===== config.mk =====
export PLATFORM = sky130hd
export DESIGN_NAME = instr_fetch_unit
export DESIGN_NICKNAME = d
export VERILOG_FILES = /design/src/rtl/instr_fetch_unit.sv
export SDC_FILE = /design/constraint.sdc
export NUM_CORES = 1
export LEC_CHECK = 0
export CAP_MARGIN = 20
export CELL_PAD_IN_SITES_DETAIL_PLACEMENT = 1
export CELL_PAD_IN_SITES_GLOBAL_PLACEMENT = 1
export CORE_ASPECT_RATIO = 0.9
export CORE_MARGIN = 2
export CORE_UTILIZATION = 35
export CTS_BUF_LIST = sky130_fd_sc_hd__clkbuf_4 sky130_fd_sc_hd__clkbuf_8
export CTS_CLUSTER_DIAMETER = 80
export DETAILED_ROUTE_END_ITERATION = 7
export PLACE_DENSITY_LB_ADDON = 0.1
export SETUP_SLACK_MARGIN = 0.15
export SLEW_MARGIN = 25
export SYNTH_ARGS = -nofsm -noshare
export SYNTH_HDL_FRONTEND = slang
export SYNTH_SLANG_ARGS = --single-unit

===== constraint.sdc =====
create_clock -name clk -period 11.1 [get_ports clk]
set_input_delay 2.22 -clock clk [delete_from_list [all_inputs] [get_ports clk]]
set_output_delay 2.22 -clock clk [all_outputs]
set_load 0.01 [all_outputs]

===== src/rtl/instr_fetch_unit.sv =====
// Instruction fetch unit: checks PC-generated fetch addresses, issues in-order
// reads to instruction memory and returns instructions (or faults) in request order.
module instr_fetch_unit #(
   parameter int          DEPTH               = 2,
   parameter logic [31:0] START_ADDRESS       = 32'h01000000,
   parameter logic [31:0] UPPER_ADDRESS_LIMIT = 32'h01000FFC
) (
   input  logic        clk,
   input  logic        rst,
   input  logic        req_valid,
   output logic        req_ready,
   input  logic [31:0] req_pc,
   output logic        mem_req_valid,
   input  logic        mem_req_ready,
   output logic [31:0] mem_addr,
   input  logic        mem_rsp_valid,
   input  logic [31:0] mem_rsp_data,
   input  logic        flush,
   output logic        instr_valid,
   input  logic        instr_ready,
   output logic [31:0] instr,
   output logic [31:0] instr_pc,
   output logic        instr_fault
);

   localparam int AW = $clog2(DEPTH);
   localparam int CW = AW + 1;

   logic [AW-1:0] head_q, head_d, tail_q, tail_d;
   logic [CW-1:0] count_q, count_d, drop_q, drop_d;

   logic [31:0]      pc_q   [DEPTH];
   logic [31:0]      data_q [DEPTH];
   logic [DEPTH-1:0] fault_q;
   logic [DEPTH-1:0] filled_q;

   logic          legal, credit, head_live, push, pop;
   logic          fill_hit, rsp_drop, rsp_fill;
   logic [AW-1:0] fill_idx, idx;
   logic [CW-1:0] unfilled_n;

   assign legal = (req_pc[1:0] == 2'b00) && (req_pc >= START_ADDRESS)
                  && (req_pc <= UPPER_ADDRESS_LIMIT);
   // Responses still owed to flushed fetches hold their slot until they arrive.
   assign credit = ({1'b0, count_q} + {1'b0, drop_q}) < (CW+1)'(DEPTH);

   assign mem_req_valid = rst && req_valid && legal && credit && !flush;
   assign mem_addr      = req_pc;
   assign req_ready     = rst && credit && !flush && (!legal || mem_req_ready);

   assign head_live   = (count_q != '0);
   assign instr_valid = head_live && filled_q[head_q] && !flush;
   assign instr       = head_live ? data_q[head_q] : 32'h0;
   assign instr_pc    = head_live ? pc_q[head_q]   : 32'h0;
   assign instr_fault = head_live && fault_q[head_q];

   assign push = req_valid && req_ready;
   assign pop  = instr_valid && instr_ready;

   // Locate the oldest entry still waiting for read data and count the waiters.
   always_comb begin
      fill_hit   = 1'b0;
      fill_idx   = head_q;
      unfilled_n = '0;
      idx        = head_q;
      for (int i = 0; i < DEPTH; i++) begin
         idx = head_q + AW'(i);
         if ((CW'(i) < count_q) && !filled_q[idx]) begin
            unfilled_n = unfilled_n + CW'(1);
            if (!fill_hit) begin
               fill_hit = 1'b1;
               fill_idx = idx;
            end
         end
      end
   end

   assign rsp_drop = mem_rsp_valid && (drop_q != '0);
   assign rsp_fill = mem_rsp_valid && (drop_q == '0) && fill_hit;

   always_comb begin
      head_d  = head_q;
      tail_d  = tail_q;
      count_d = count_q;
      drop_d  = drop_q - CW'(rsp_drop);
      if (flush) begin
         head_d  = '0;
         tail_d  = '0;
         count_d = '0;
         drop_d  = drop_q - CW'(rsp_drop) + unfilled_n - CW'(rsp_fill);
      end else begin
         if (push) tail_d = tail_q + AW'(1);
         if (pop)  head_d = head_q + AW'(1);
         count_d = count_q + CW'(push) - CW'(pop);
      end
   end

   always_ff @(posedge clk or negedge rst) begin
      if (!rst) begin
         head_q  <= '0;
         tail_q  <= '0;
         count_q <= '0;
         drop_q  <= '0;
      end else begin
         head_q  <= head_d;
         tail_q  <= tail_d;
         count_q <= count_d;
         drop_q  <= drop_d;
      end
   end

   // Entry payload is only meaningful below count_q, so it needs no reset.
   always_ff @(posedge clk) begin
      if (push) begin
         pc_q[tail_q]     <= req_pc;
         fault_q[tail_q]  <= !legal;
         filled_q[tail_q] <= !legal;
         data_q[tail_q]   <= 32'h0;
      end
      if (rsp_fill) begin
         data_q[fill_idx]   <= mem_rsp_data;
         filled_q[fill_idx] <= 1'b1;
      end
   end

endmodule


After elaboration in Yosys (flattened, before gate mapping)
Memories as Yosys holds them, arrays and structs flattened.
Cells that the tools add are included.

storage, ports and cells
  register bits after elaboration = 10
  bits in writable memories = 128
  input bits = 71
  output and inout port bits = 100
  logic and storage cells = 93
  memories kept = 2

operators by class
  add/sub/neg operators = 9
  magnitude comparators = 11
  mux-type cells = 32
  bitwise gates (word level) = 1
  reductions and logical operators = 32

memories
  memory  depth  width  read ports  clocked after memory_dff  write ports  line  source
  data_q  2      32     1           0                         2            33    logic [31:0] data_q [DEPTH];
  pc_q    2      32     1           0                         1            32    logic [31:0] pc_q [DEPTH];

operators with widths
  operator                                                                                count
  32-bit two-way mux                                                                      2
  32-bit by 25-bit greater-or-equal comparator with 1-bit output (second input constant)  1
  32-bit by 25-bit <= comparator with 1-bit output (second input constant)                1
  1-bit logical AND                                                                       21
  1-bit two-way mux                                                                       21
  2-bit two-way mux                                                                       5
  1-bit by 2-bit < comparator with 1-bit output (second input constant)                   4
  2-bit nonzero test                                                                      4
  2-bit by 1-bit subtractor with 2-bit output                                             3
  2-bit bitwise mux                                                                       2
  1-bit zero test                                                                         4
  2-bit zero test                                                                         2
  1-bit by 2-bit < comparator with 1-bit output (first input constant)                    2
  2-bit by 2-bit adder with 3-bit output                                                  1
  3-bit by 2-bit < comparator with 1-bit output (second input constant)                   1
  1-bit adder (second input constant)                                                     2
  2-bit by 1-bit adder with 2-bit output                                                  1
  2-bit by 1-bit adder with 2-bit output (second input constant)                          1
  2-bit adder                                                                             1
  1-bit demux with 1-bit select                                                           2
  1-bit greater-or-equal comparator (second input constant)                               2
  2-bit OR                                                                                1
  1-bit logical OR                                                                        1

Logic depth before layout (Yosys ltp)
Gate-level depths: netlist of run 1.

  depth in word-level cells = 13
  mapped depth = 13
  depth with buffers taken out = 11

Least setup slack after synthesis of run 1
Ideal clock, no wire load.

  path type = input port to flip-flop
  start point = input port flush
  end point = memory data_q[0][0] (enable)
  library setup time = 0.470 ns
  arrival time = 5.343 ns
  required time = 10.630 ns
  path slack = 5.287 ns
  cell stages on the path = 4
  buffers on the path = 1
  cells stage by stage = clkbuf_1 > nor4b_4 > nand2_1 > o31ai_1

RTL lines
  item                line  source
  start: declaration  18    input logic flush,
  end: declaration    33

Final worst setup path of run 1
  start point = input port req_pc[18]
  end point = output port req_ready

between the ends
  longest elaborated chain between the ends = 6
  elaborated cells between the ends (all ways) = 7
  classes of those cells = order compare (2); reduce/logical (5)

ends and longest elaborated chain
  item                                                            line  source
  start: declaration                                              12    input logic [31:0] req_pc,
  32-bit by 25-bit greater-or-equal comparator with 1-bit output  42    assign legal = (req_pc[1:0] == 2'b00) && (req_pc >= START_ADDRESS)
  1-bit logical AND                                               42
  1-bit logical AND *                                             43    && (req_pc <= UPPER_ADDRESS_LIMIT);
  1-bit zero test *                                               49    assign req_ready = rst && credit && !flush && (!legal || mem_req_ready);
  1-bit logical OR *                                              49
  1-bit logical AND *                                             49
  end: declaration                                                11    output logic req_ready,

Every way passes the cells marked *; elsewhere a longest branch is shown, timed or not.

==> reports/summary.md, run 1 <==
- outcome: finished clean
- synthesis-to-layout area growth: 35.6%
- DRT Wirelength: 14.6 mm
- fraction of the mapped netlist area in adder cells: 1.70%
- Floorplan Core Area: 0.0177 mm2
- slowest cell on the critical path: nor3_2
- max-slew violation total from the final report: 0
- count of instances resized after the clock tree is built: 0
- Rows: 46
- Worst Reg2Reg Path Length in Cells: 8
- reported leakage power: 2.87 nW
- Synth cell types: 37
- clock tree buffer depth: 2
- number of H-tree branching levels: 4
- max-slew headroom at the worst pin: 34.6%
- Place WS: 3.89 ns
- overflow left after global routing: 0
- worst-case vdd ir drop: 64.4 uV
- data required time at the worst endpoint: 8.88 ns
- half-perimeter wire length after detailed placement: 9.81 mm
- IO Count: 171
- XOR/XNOR share of the synthesized area: 0.831%
- worst-case hold path end point: filled_q[0]
- total nets after synthesis: 546
- kind of cell adding the most delay to the critical path: simple AND/OR/NAND/NOR gates
- final weighted congestion in routability-driven placement: 0.724
- total of max-cap violations: 0
- delay contributed by the slowest stage of the critical path: 0.59 ns
- placed cell count: 830
- achievable clock frequency: 0.147 GHz
- class of the worst hold path: reg -> reg
- number of buffers inserted by port buffering: 170
- Worst-Margin Slew: 0.979 ns
- number of iterations in the first detailed-routing pass: 4
- reg-to-reg startpoint: head_q
- number of clock sinks: 138
- share of synthesized area spent on multiplexers: 10.8%
- endpoint kind of the worst setup timing path: output pin
- drt first-iter violations: 129
- final cell count without fillers: 861
- critical path launch point type: input port
- sequential element share of the synthesized area: 64.7%
- fin area: 0.00858 mm2
- final hold vios: 0
- netlist area before placement: 0.00632 mm2
- average instance area after synthesis: 13.5 um2
- sequential cell area in the final layout: 0.00410 mm2
- number of storage elements in the synthesis netlist: 138
- count of fill cells added during filler insertion: 1835
- async set-reset flop share out of synthesis: 4.35%
- Worst R2R End: data_q[1][26]
- buffer count from post-CTS setup fixing: 0
- Post-CTS Hold Fix Bufs: 0
- area of the multi-input gates: 0.00191 mm2
- count of unresolved DRC violations after routing: 0
- min setup slack post-route: 4.31 ns
- wire length per cell after detailed routing: 17.0 um
- dominant synthesized flop cell: edfxtp_1
- synthesized-area fraction occupied by ao, oa, aoi and oai cells: 1.50%
- number of buffers and inverters on the critical path: 2
- Skew-Pair Late Insertion Delay: 0.43 ns
- register-to-register setup slack: 7.80 ns
- fraction of final layout cells with drive strength greater than 1: 8.21%
- wire length of the first global-routing pass: 23.3 mm
- simple-gate portion of the synthesized area: 14.6%
- effective utilization at floorplan: 35.8%
- Die Wd: 146 um
- path type of the worst setup path: in -> out
- most repeated library cell on the critical path: clkdlybuf4s50_1
- Syn. warnings: 0
- chain of cells forming the critical path: clkdlybuf4s50_1, nor4_1, nand4_1, nor3_2, nor2b_1, clkdlybuf4s50_1
- clock slew seen by the registers of the worst setup and hold paths: 0.07 ns
- CTS buffer count: 17
- hold-critical path depth: 2
- vias per std cell: 4.65
- pin count of the biggest net entering global routing: 38
- dominant combinational cell family by area after synthesis: simple AND/OR/NAND/NOR gates
- Post-synth EDFFs: 130
- startpoint of the most critical hold path: filled_q[0]
- cell count after synthesis: 467
- count of vias placed by the detailed router: 4001
- power density of the placed cells: 157 mW/mm2
- post-place instance area: 0.00811 mm2
- accumulated negative setup slack: 0 ns
- TritonCTS clock tree: done
- number of antenna diodes: 0
- setup repair after global routing missed its margin: false
- final worst path period share: 61.2%
- total track usage: 15.8%
- vias in the first global route: 4171
- setup clock skew after layout: 0.0122 ns
- Arr. time, crit path: 4.57 ns
- Crit Path Max Fanout: 5
- Final setup viols: 0
- number of antenna violations at the first check in global routing: 1
- count of nets after finishing: 688
- Tmin final: 6.79 ns
- cell at the root of the clock tree: clkbuf_8
- Antenna Violating Nets Remaining: 0
- Die Y: 132 um
- Die ar.: 0.0192 mm2
synthesized netlist by cell type, types with 3 or more instances:
cell type | n | area (um2)
nand2_1 | 8 | 30.0
ha_1 | 7 | 87.6
nor2_1 | 71 | 267
nor4_1 | 5 | 31.3
nand3_1 | 3 | 15.0
nand4_1 | 3 | 18.8
mux2i_1 | 67 | 671
and2_1 | 67 | 419
nor3_1 | 3 | 15.0
inv_1 | 8 | 30.0
nor2b_1 | 3 | 18.8
clkbuf_1 | 4 | 15.0
edfxtp_1 | 130 | 3900
o21ai_0 | 5 | 25.0
buf_4 | 33 | 248
dfrtp_1 | 6 | 150
buf_1 | 4 | 15.0
xnor2_1 | 4 | 35.0
buf_2 | 13 | 65.1
state kept, by name, indices dropped and copies added (netlist names):
| signal | flops |
|---|---|
| count_q | 2 |
| data_q | 64 |
| drop_q | 2 |
| fault_q | 2 |
| filled_q | 2 |
| head_q | 1 |
| pc_q | 64 |
| tail_q | 1 |
cell families after synthesis:
kind of cell / count (synthesis)
and+or+nand+nor: 171
AOI/OAI and AO/OA: 14
adders and majority gates: 8
buffers and inverters: 62
xor gates and xnor gates: 6
muxes: 68
DFF: 138
metrics by stage:
| stage | utilization [%] | power (mW) | hold WS (ns) |
|---|---|---|---|
| after floorplan | - | 0.763 | 0.461 |
| after global placement | 45.7 | 0.883 | 0.500 |
| after detailed placement | 45.9 | 0.890 | 0.508 |
| after CTS | 48.5 | 1.37 | 0.519 |
| after global routing | 48.5 | 1.41 | 0.552 |
| final | 48.5 | 1.35 | 0.504 |
report_power, final:
part           total, mW  switching, mW  internal, mW
Clock              0.477          0.186         0.290
Sequential         0.623         0.0206         0.602
Combinational      0.248          0.125         0.124
per-layer routing:
metal	vias to the layer above	wire, um	GRT usage, %
li1	1913	-	-
met1	1948	6570	20.0
met2	128	7080	25.8
met3	12	773	4.65
met4	0	176	5.56
met5	-	0	0
worst min-delay path, stage by stage, from the launching register on:
cell and delay, ns:
dfxtp_1 0.34, nand2_1 0.07, nand3_1 0.05
layout make-up:
cell class	count	area share, %
sequential	138	47.8
multi-input combinational	267	22.3
clock buffer	18	2.82
clock inverter	13	2.61
inverter	8	0.350
tap	240	3.50
timing repair buffer	177	20.7
cell usage in the layout, fill, tap and decap left out, types with 2 or more instances in the layout:
cell type        Yosys  routed
mux2i_1             67      67
nand2_1              8       8
dfrtp_1              6       5
and2_1              67      67
clkinv_2             0       3
nor3_2               0       2
xnor2_1              4       4
o211ai_1             2       2
clkbuf_8             0      17
bufinv_16            0       6
nor2b_1              3       3
buf_4               33       6
xor2_1               2       2
clkdlybuf4s50_1      0     170
ha_1                 7       7
dfxtp_1              2       2
o21ai_0              5       4
nor4b_1              2       2
nor4b_4              2       2
nor2_4               0       2
inv_1                8       8
nor4_1               5       5
nor2_1              71      69
edfxtp_1           130     130
nand4_1              3       3
nand3_1              3       3
worst max-delay path by stage:
stage	from	end	slack, ns	depth (start not counted)
after floorplan	flush	data_q[0][0]	5.29	4
after global placement	req_pc[17]	req_ready	3.97	6
after detailed placement	req_pc[18]	req_ready	3.89	6
after CTS	req_pc[18]	req_ready	3.88	6
after global routing	req_pc[17]	req_ready	4.06	6
final	req_pc[18]	req_ready	4.31	6
Note: power is estimated with default switching activity, not from simulation.
==> run 2: changes to the inputs <==
==> constraint.sdc (replaced) <==
create_clock -name clk -period 6.7 [get_ports clk]
set_input_delay 1.34 -clock clk [delete_from_list [all_inputs] [get_ports clk]]
set_output_delay 1.34 -clock clk [all_outputs]
set_load 0.01 [all_outputs]
==> run 2 against run 1 <==
Net effect:
- clock skew down 0.0038 ns
- clock power up 50%
- combinational power grew 63%
- final cell count up 0.12%
- clock-buffer cell count stayed put
- routed wire length increased by 1.7%
- utilization decreased by 0.30 points
- hold slack improved by 0.0023 ns
- via count grew 1.4%
- first-iteration DRC count rose by 16%
- critical endpoint unchanged
==> reports/summary.md, run 2 (synthesized netlist as in run 1, its figures left out) <==
- count of nets after finishing: 689, was 688
- total of max-cap violations: 0, unchanged
- synthesis-to-layout area growth: 34.8%, was 35.6%
- effective utilization at floorplan: 35.8%, unchanged
- delay contributed by the slowest stage of the critical path: 0.55 ns, was 0.59 ns
- reported leakage power: 2.84 nW, was 2.87 nW
- slowest cell on the critical path: clkdlybuf4s50_1, was nor3_2
- count of vias placed by the detailed router: 4056, was 4001
- fraction of final layout cells with drive strength greater than 1: 8.04%, was 8.21%
- max-slew violation total from the final report: 0, unchanged
- buffer count from post-CTS setup fixing: 0, unchanged
- setup repair after global routing missed its margin: false, unchanged
- sequential cell area in the final layout: 0.00410 mm2, unchanged
- reg-to-reg startpoint: head_q, unchanged
- number of buffers inserted by port buffering: 170, unchanged
- final hold vios: 0, unchanged
- most common cell after layout, fill and taps aside: clkdlybuf4s50_1, unchanged
- vias per std cell: 4.71, was 4.65
- outcome: finished clean, unchanged
- Worst-Margin Slew: 0.779 ns, was 0.979 ns
- achievable clock frequency: 0.211 GHz
- final weighted congestion in routability-driven placement: 0.745, was 0.724
- Final setup viols: 0, unchanged
- drt first-iter violations: 150, was 129
- half-perimeter wire length after detailed placement: 9.81 mm, about the same
- startpoint of the most critical hold path: filled_q[0], unchanged
- vias in the first global route: 4301, was 4171
- setup clock skew after layout: 0.00833 ns, was 0.0122 ns
- number of antenna violations at the first check in global routing: 1, unchanged
- Floorplan Core Area: 0.0177 mm2, unchanged
- number of antenna diodes: 0, unchanged
- post-place instance area: 0.00809 mm2, was 0.00811 mm2
- power density of the placed cells: 254 mW/mm2, was 157 mW/mm2
- clock tree buffer depth: 2, unchanged
- Crit Path Max Fanout: 5, unchanged
- clock slew seen by the registers of the worst setup and hold paths: 0.08 ns, was 0.07 ns
- Antenna Violating Nets Remaining: 0, unchanged
- count of unresolved DRC violations after routing: 0, unchanged
- number of clock sinks: 138, unchanged
- DRT Wirelength: 14.8 mm, was 14.6 mm
- critical path launch point type: input port, unchanged
- Die ar.: 0.0192 mm2, unchanged
- fin area: 0.00852 mm2, was 0.00858 mm2
- path type of the worst setup path: in -> out, unchanged
- Tmin final: 4.75 ns
- Arr. time, crit path: 3.41 ns, was 4.57 ns
- wire length of the first global-routing pass: 23.5 mm, was 23.3 mm
- worst-case vdd ir drop: 111 uV, was 64.4 uV
- pin count of the biggest net entering global routing: 39, was 38
- number of H-tree branching levels: 4, unchanged
- count of instances resized after the clock tree is built: 0, unchanged
- Skew-Pair Late Insertion Delay: 0.43 ns, about the same
- cell at the root of the clock tree: clkbuf_8, unchanged
- IO Count: 171, unchanged
- TritonCTS clock tree: done, unchanged
- most repeated library cell on the critical path: clkdlybuf4s50_1, unchanged
- count of fill cells added during filler insertion: 1846, was 1835
- chain of cells forming the critical path: clkdlybuf4s50_1, nor4_1, nand4_1, nor3_1, buf_4, nor2b_1, clkdlybuf4s50_1, was clkdlybuf4s50_1, nor4_1, nand4_1, nor3_2, nor2b_1, clkdlybuf4s50_1
- accumulated negative setup slack: 0 ns, unchanged
- class of the worst hold path: reg -> reg, unchanged
- number of iterations in the first detailed-routing pass: 4, unchanged
- Post-CTS Hold Fix Bufs: 0, unchanged
- max-slew headroom at the worst pin: 48.0%, was 34.6%
- overflow left after global routing: 0, unchanged
- registers with the highest flip-flop counts: data_q x64, pc_q x64, unchanged
- endpoint kind of the worst setup timing path: output pin, unchanged
- Die Y: 132 um, unchanged
- launch point of the worst path: req_pc[19], was req_pc[18]
- total track usage: 16.0%, was 15.8%
- area of the multi-input gates: 0.00190 mm2, was 0.00191 mm2
- commonest cells after routing, fill and taps aside: clkdlybuf4s50_1, edfxtp_1, nor2_1, mux2i_1, and2_1, unchanged
- final worst path period share: 70.9%
- wire length per cell after detailed routing: 17.2 um, was 17.0 um
- data required time at the worst endpoint: 5.36 ns, was 8.88 ns
- Die Wd: 146 um, unchanged
- CTS buffer count: 17, unchanged
- Rows: 46, unchanged
[run 2: cell count changes in the layout (fill, tap and decap cells not counted)]
| cell | previous run | this run |
|---|---|---|
| clkinv_4 | 1 | 2 |
| buf_12 | 0 | 1 |
| buf_4 | 6 | 7 |
| nor3_2 | 2 | 1 |
| nor3_1 | 1 | 2 |
| clkinv_1 | 1 | 2 |
| bufinv_16 | 6 | 4 |
| buf_16 | 1 | 0 |
[run 2: final timing paths]
kind / endpoint / slack [ns] / cells past startpoint
max: req_ready / 1.95 / 7
min: filled_q[0] / 0.51 / 2
max reg2reg: data_q[1][22] / 3.45 / 7
min reg2reg: filled_q[0] / 0.51 / 2
max in group asynchronous: head_q / 5.25 / 1
min in group asynchronous: head_q / 1.17 / 1
[run 2: metal layers]
layer / vias up / wire length, um / track usage [%]
met5: - / 0 / 0
met4: 0 / 193 / 5.72
met3: 13 / 795 / 4.17
met2: 135 / 7280 / 26.8
met1: 1992 / 6570 / 20.0
li1: 1916 / - / -
[run 2: through the flow]
step | instances | power [mW] | util (%) | worst slack, ns | hold WS (ns)
3_3_place_gp | 830 | 1.46 | 45.8 | 1.96 | 0.494
4_1_cts | 861 | 2.19 | 48.1 | 1.95 | 0.513
3_5_place_dp | 830 | 1.47 | 45.8 | 1.94 | 0.500
6_report | 862 | 2.16 | 48.2 | 1.95 | 0.507
5_1_grt | 862 | 2.26 | 48.2 | 1.80 | 0.554
2_1_floorplan | 467 | 1.26 | - | 1.77 | 0.461
[run 2: final cells by class]
class                           instances  share of cell area [%]
Sequential cell                       138                    48.1
Multi-Input combinational cell        267                    22.3
Timing Repair Buffer                  178                    20.8
Tap cell                              240                    3.52
Clock buffer                           18                    2.83
Clock inverter                         13                    2.07
Inverter                                8                   0.352
[run 2: power breakdown]
group / internal, mW / total [mW] / switching [mW]
Sequential: 0.998 / 1.04 / 0.0434
Clock: 0.405 / 0.715 / 0.310
Combinational: 0.205 / 0.405 / 0.201
Total: 1.61 / 2.16 / 0.554
[run 2: worst max-delay path, delay by kind of cell]
kind,cells,cell delay [ns]
buffers and inverters,3,1.24
and+or+nand+nor,4,0.82
==> run 3: changes to the inputs <==
==> constraint.sdc (replaced) <==
create_clock -name clk -period 5 [get_ports clk]
set_input_delay 1 -clock clk [delete_from_list [all_inputs] [get_ports clk]]
set_output_delay 1 -clock clk [all_outputs]
set_load 0.01 [all_outputs]
==> run 3 against run 2 <==
Net effect:
- worst setup slack lost 1.0 ns
- die area is the same
- final cell count grew 0.23%
- non-clock buffer count grew 2
- register-to-register slack lost 1.6 ns
- utilization grew 0.18 points
- sequential power grew 34%
- first-iteration DRC count grew 3.3%
- clock skew shrank 0.0015 ns
- critical path depth is the same
- critical endpoint unchanged
- largest power group unchanged
- highest routed layer unchanged
==> reports/summary.md, run 3 (synthesized netlist as in run 1, its figures left out) <==
- count of nets after finishing: 691, was 689
- half-perimeter wire length after detailed placement: 10.0 mm, was 9.81 mm
- placed cell count: 833, was 830
- path type of the worst setup path: in -> out, unchanged
- delay contributed by the slowest stage of the critical path: 0.60 ns, was 0.55 ns
- number of iterations in the first detailed-routing pass: 4, unchanged
- Die ar.: 0.0192 mm2, unchanged
- accumulated negative setup slack: 0 ns, unchanged
- clock tree buffer depth: 2, unchanged
- Floorplan Core Area: 0.0177 mm2, unchanged
- register-to-register setup slack: 1.87 ns, was 3.45 ns
- count of instances resized after the clock tree is built: 0, unchanged
- TritonCTS clock tree: done, unchanged
- count of vias placed by the detailed router: 4064, was 4056
- final worst path period share: 81.6%
- most common cell after layout, fill and taps aside: clkdlybuf4s50_1, unchanged
- fraction of final layout cells with drive strength greater than 1: 8.49%, was 8.04%
- Fin Hold WS: 0.501 ns, was 0.507 ns
- count of unresolved DRC violations after routing: 0, unchanged
- endpoint kind of the worst setup timing path: output pin, unchanged
- Worst Reg2Reg Path Length in Cells: 7, unchanged
- synthesis-to-layout area growth: 35.3%, was 34.8%
- Final setup viols: 0, unchanged
- Post-CTS Hold Fix Bufs: 0, unchanged
- slowest cell on the critical path: clkdlybuf4s50_1, unchanged
- Die Y: 132 um, unchanged
- critical path launch point type: input port, unchanged
- number of clock sinks: 138, unchanged
- Worst-Margin Slew: 0.823 ns, was 0.779 ns
- number of buffers inserted by port buffering: 170, unchanged
- Crit Path Max Fanout: 5, unchanged
- setup repair after global routing missed its margin: false, unchanged
- power density of the placed cells: 343 mW/mm2, was 254 mW/mm2
- data required time at the worst endpoint: 4.00 ns, was 5.36 ns
- reported leakage power: 2.87 nW, was 2.84 nW
- fin area: 0.00856 mm2, was 0.00852 mm2
- max-slew violation total from the final report: 0, unchanged
- wire length per cell after detailed routing: 17.2 um, about the same
- chain of cells forming the critical path: clkdlybuf4s50_1, nor4b_1, nand4_1, nor3_1, buf_4, nor2b_1, clkdlybuf4s50_1, was clkdlybuf4s50_1, nor4_1, nand4_1, nor3_1, buf_4, nor2b_1, clkdlybuf4s50_1
- pin count of the biggest net entering global routing: 40, was 39
- Antenna Violating Nets Remaining: 0, unchanged
- worst-case vdd ir drop: 209 uV, was 111 uV
- final cell count without fillers: 864, was 862
- DRT Wirelength: 14.9 mm, was 14.8 mm
- startpoint of the most critical hold path: filled_q[0], unchanged
- setup clock skew after layout: 0.00680 ns, was 0.00833 ns
- effective utilization at floorplan: 35.8%, unchanged
- final hold vios: 0, unchanged
- buffer count from post-CTS setup fixing: 0, unchanged
- CTS buffer count: 17, unchanged
- class of the worst hold path: reg -> reg, unchanged
- max-slew headroom at the worst pin: 45.0%, was 48.0%
- achievable clock frequency: 0.245 GHz
- final weighted congestion in routability-driven placement: 0.756, was 0.745
- Rows: 46, unchanged
- cell at the root of the clock tree: clkbuf_8, unchanged
- number of H-tree branching levels: 4, unchanged
- Die Wd: 146 um, unchanged
- total of max-cap violations: 0, unchanged
- clock slew seen by the registers of the worst setup and hold paths: 0.08 ns, about the same
- overflow left after global routing: 0, unchanged
- Core Util, Final: 48.4%, was 48.2%
- worst-case hold path end point: filled_q[0], unchanged
- post-place instance area: 0.00812 mm2, was 0.00809 mm2
- Arr. time, crit path: 3.08 ns, was 3.41 ns
- reg-to-reg startpoint: head_q, unchanged
- registers with the highest flip-flop counts: data_q x64, pc_q x64, unchanged
- outcome: finished clean, unchanged
- commonest cells after routing, fill and taps aside: clkdlybuf4s50_1, edfxtp_1, nor2_1, mux2i_1, and2_1, unchanged
- vias per std cell: 4.70, was 4.71
- number of antenna diodes: 0, unchanged
- wire length of the first global-routing pass: 23.5 mm, unchanged
- number of antenna violations at the first check in global routing: 0, was 1
- Tmin final: 4.08 ns
- Worst R2R End: data_q[1][25], was data_q[1][22]
- hold-critical path depth: 2, unchanged
- total track usage: 15.9%, was 16.0%
- IO Count: 171, unchanged
- most repeated library cell on the critical path: clkdlybuf4s50_1, unchanged
- Skew-Pair Late Insertion Delay: 0.43 ns, about the same
- drt first-iter violations: 155, was 150
- vias in the first global route: 4338, was 4301
## run 3: changes by cell type in the layout (fill, tap and decap cells not counted), sizes merged
cell    previous run  this run
inv                9        11
clkinv             7         5
buf                8        10
## run 3: routing by layer
layer  track usage [%]  vias up  routed length, um
li1                  -     1915                  -
met1              19.4     2009               6590
met2              26.7      126               7220
met3              5.17       14                905
met4              5.01        0                172
met5                 0        -                  0
## run 3: cell type report
type | count | area, um2
fill | 1839 | 9110
sequential | 138 | 4100
multi-input combinational | 267 | 1900
timing repair buffer | 180 | 1790
tap | 240 | 300
clock buffer | 18 | 241
clock inverter | 13 | 194
inverter | 8 | 30.0
## run 3: critical path: cells and delay by family
| kind | cells | cell delay [ns] |
|---|---|---|
| AND/OR/NAND/NOR | 4 | 0.80 |
| buffers and inverters | 3 | 1.28 |
## run 3: worst max-delay path by stage
stage / from / to / depth (start not counted)
final: req_pc[24] / req_ready / 7
after global routing: req_pc[24] / req_ready / 7
after CTS: req_pc[18] / req_ready / 7
after detailed placement: req_pc[18] / req_ready / 7
after global placement: req_pc[17] / req_ready / 7
after floorplan: flush / data_q[0][0] / 4
## run 3: power breakdown
group          total [mW]  switching, mW  internal [mW]
sequential           1.39         0.0578           1.34
clock               0.990          0.437          0.553
combinational       0.548          0.269          0.278
total                2.93          0.764           2.17
## run 3: metrics by stage
| stage | power, mW | setup slack, ns |
|---|---|---|
| final | 2.93 | 0.922 |
| after global routing | 3.07 | 0.745 |
| after CTS | 2.97 | 0.919 |
| after detailed placement | 1.98 | 0.928 |
| after global placement | 1.97 | 0.955 |
| after floorplan | 1.69 | 0.407 |
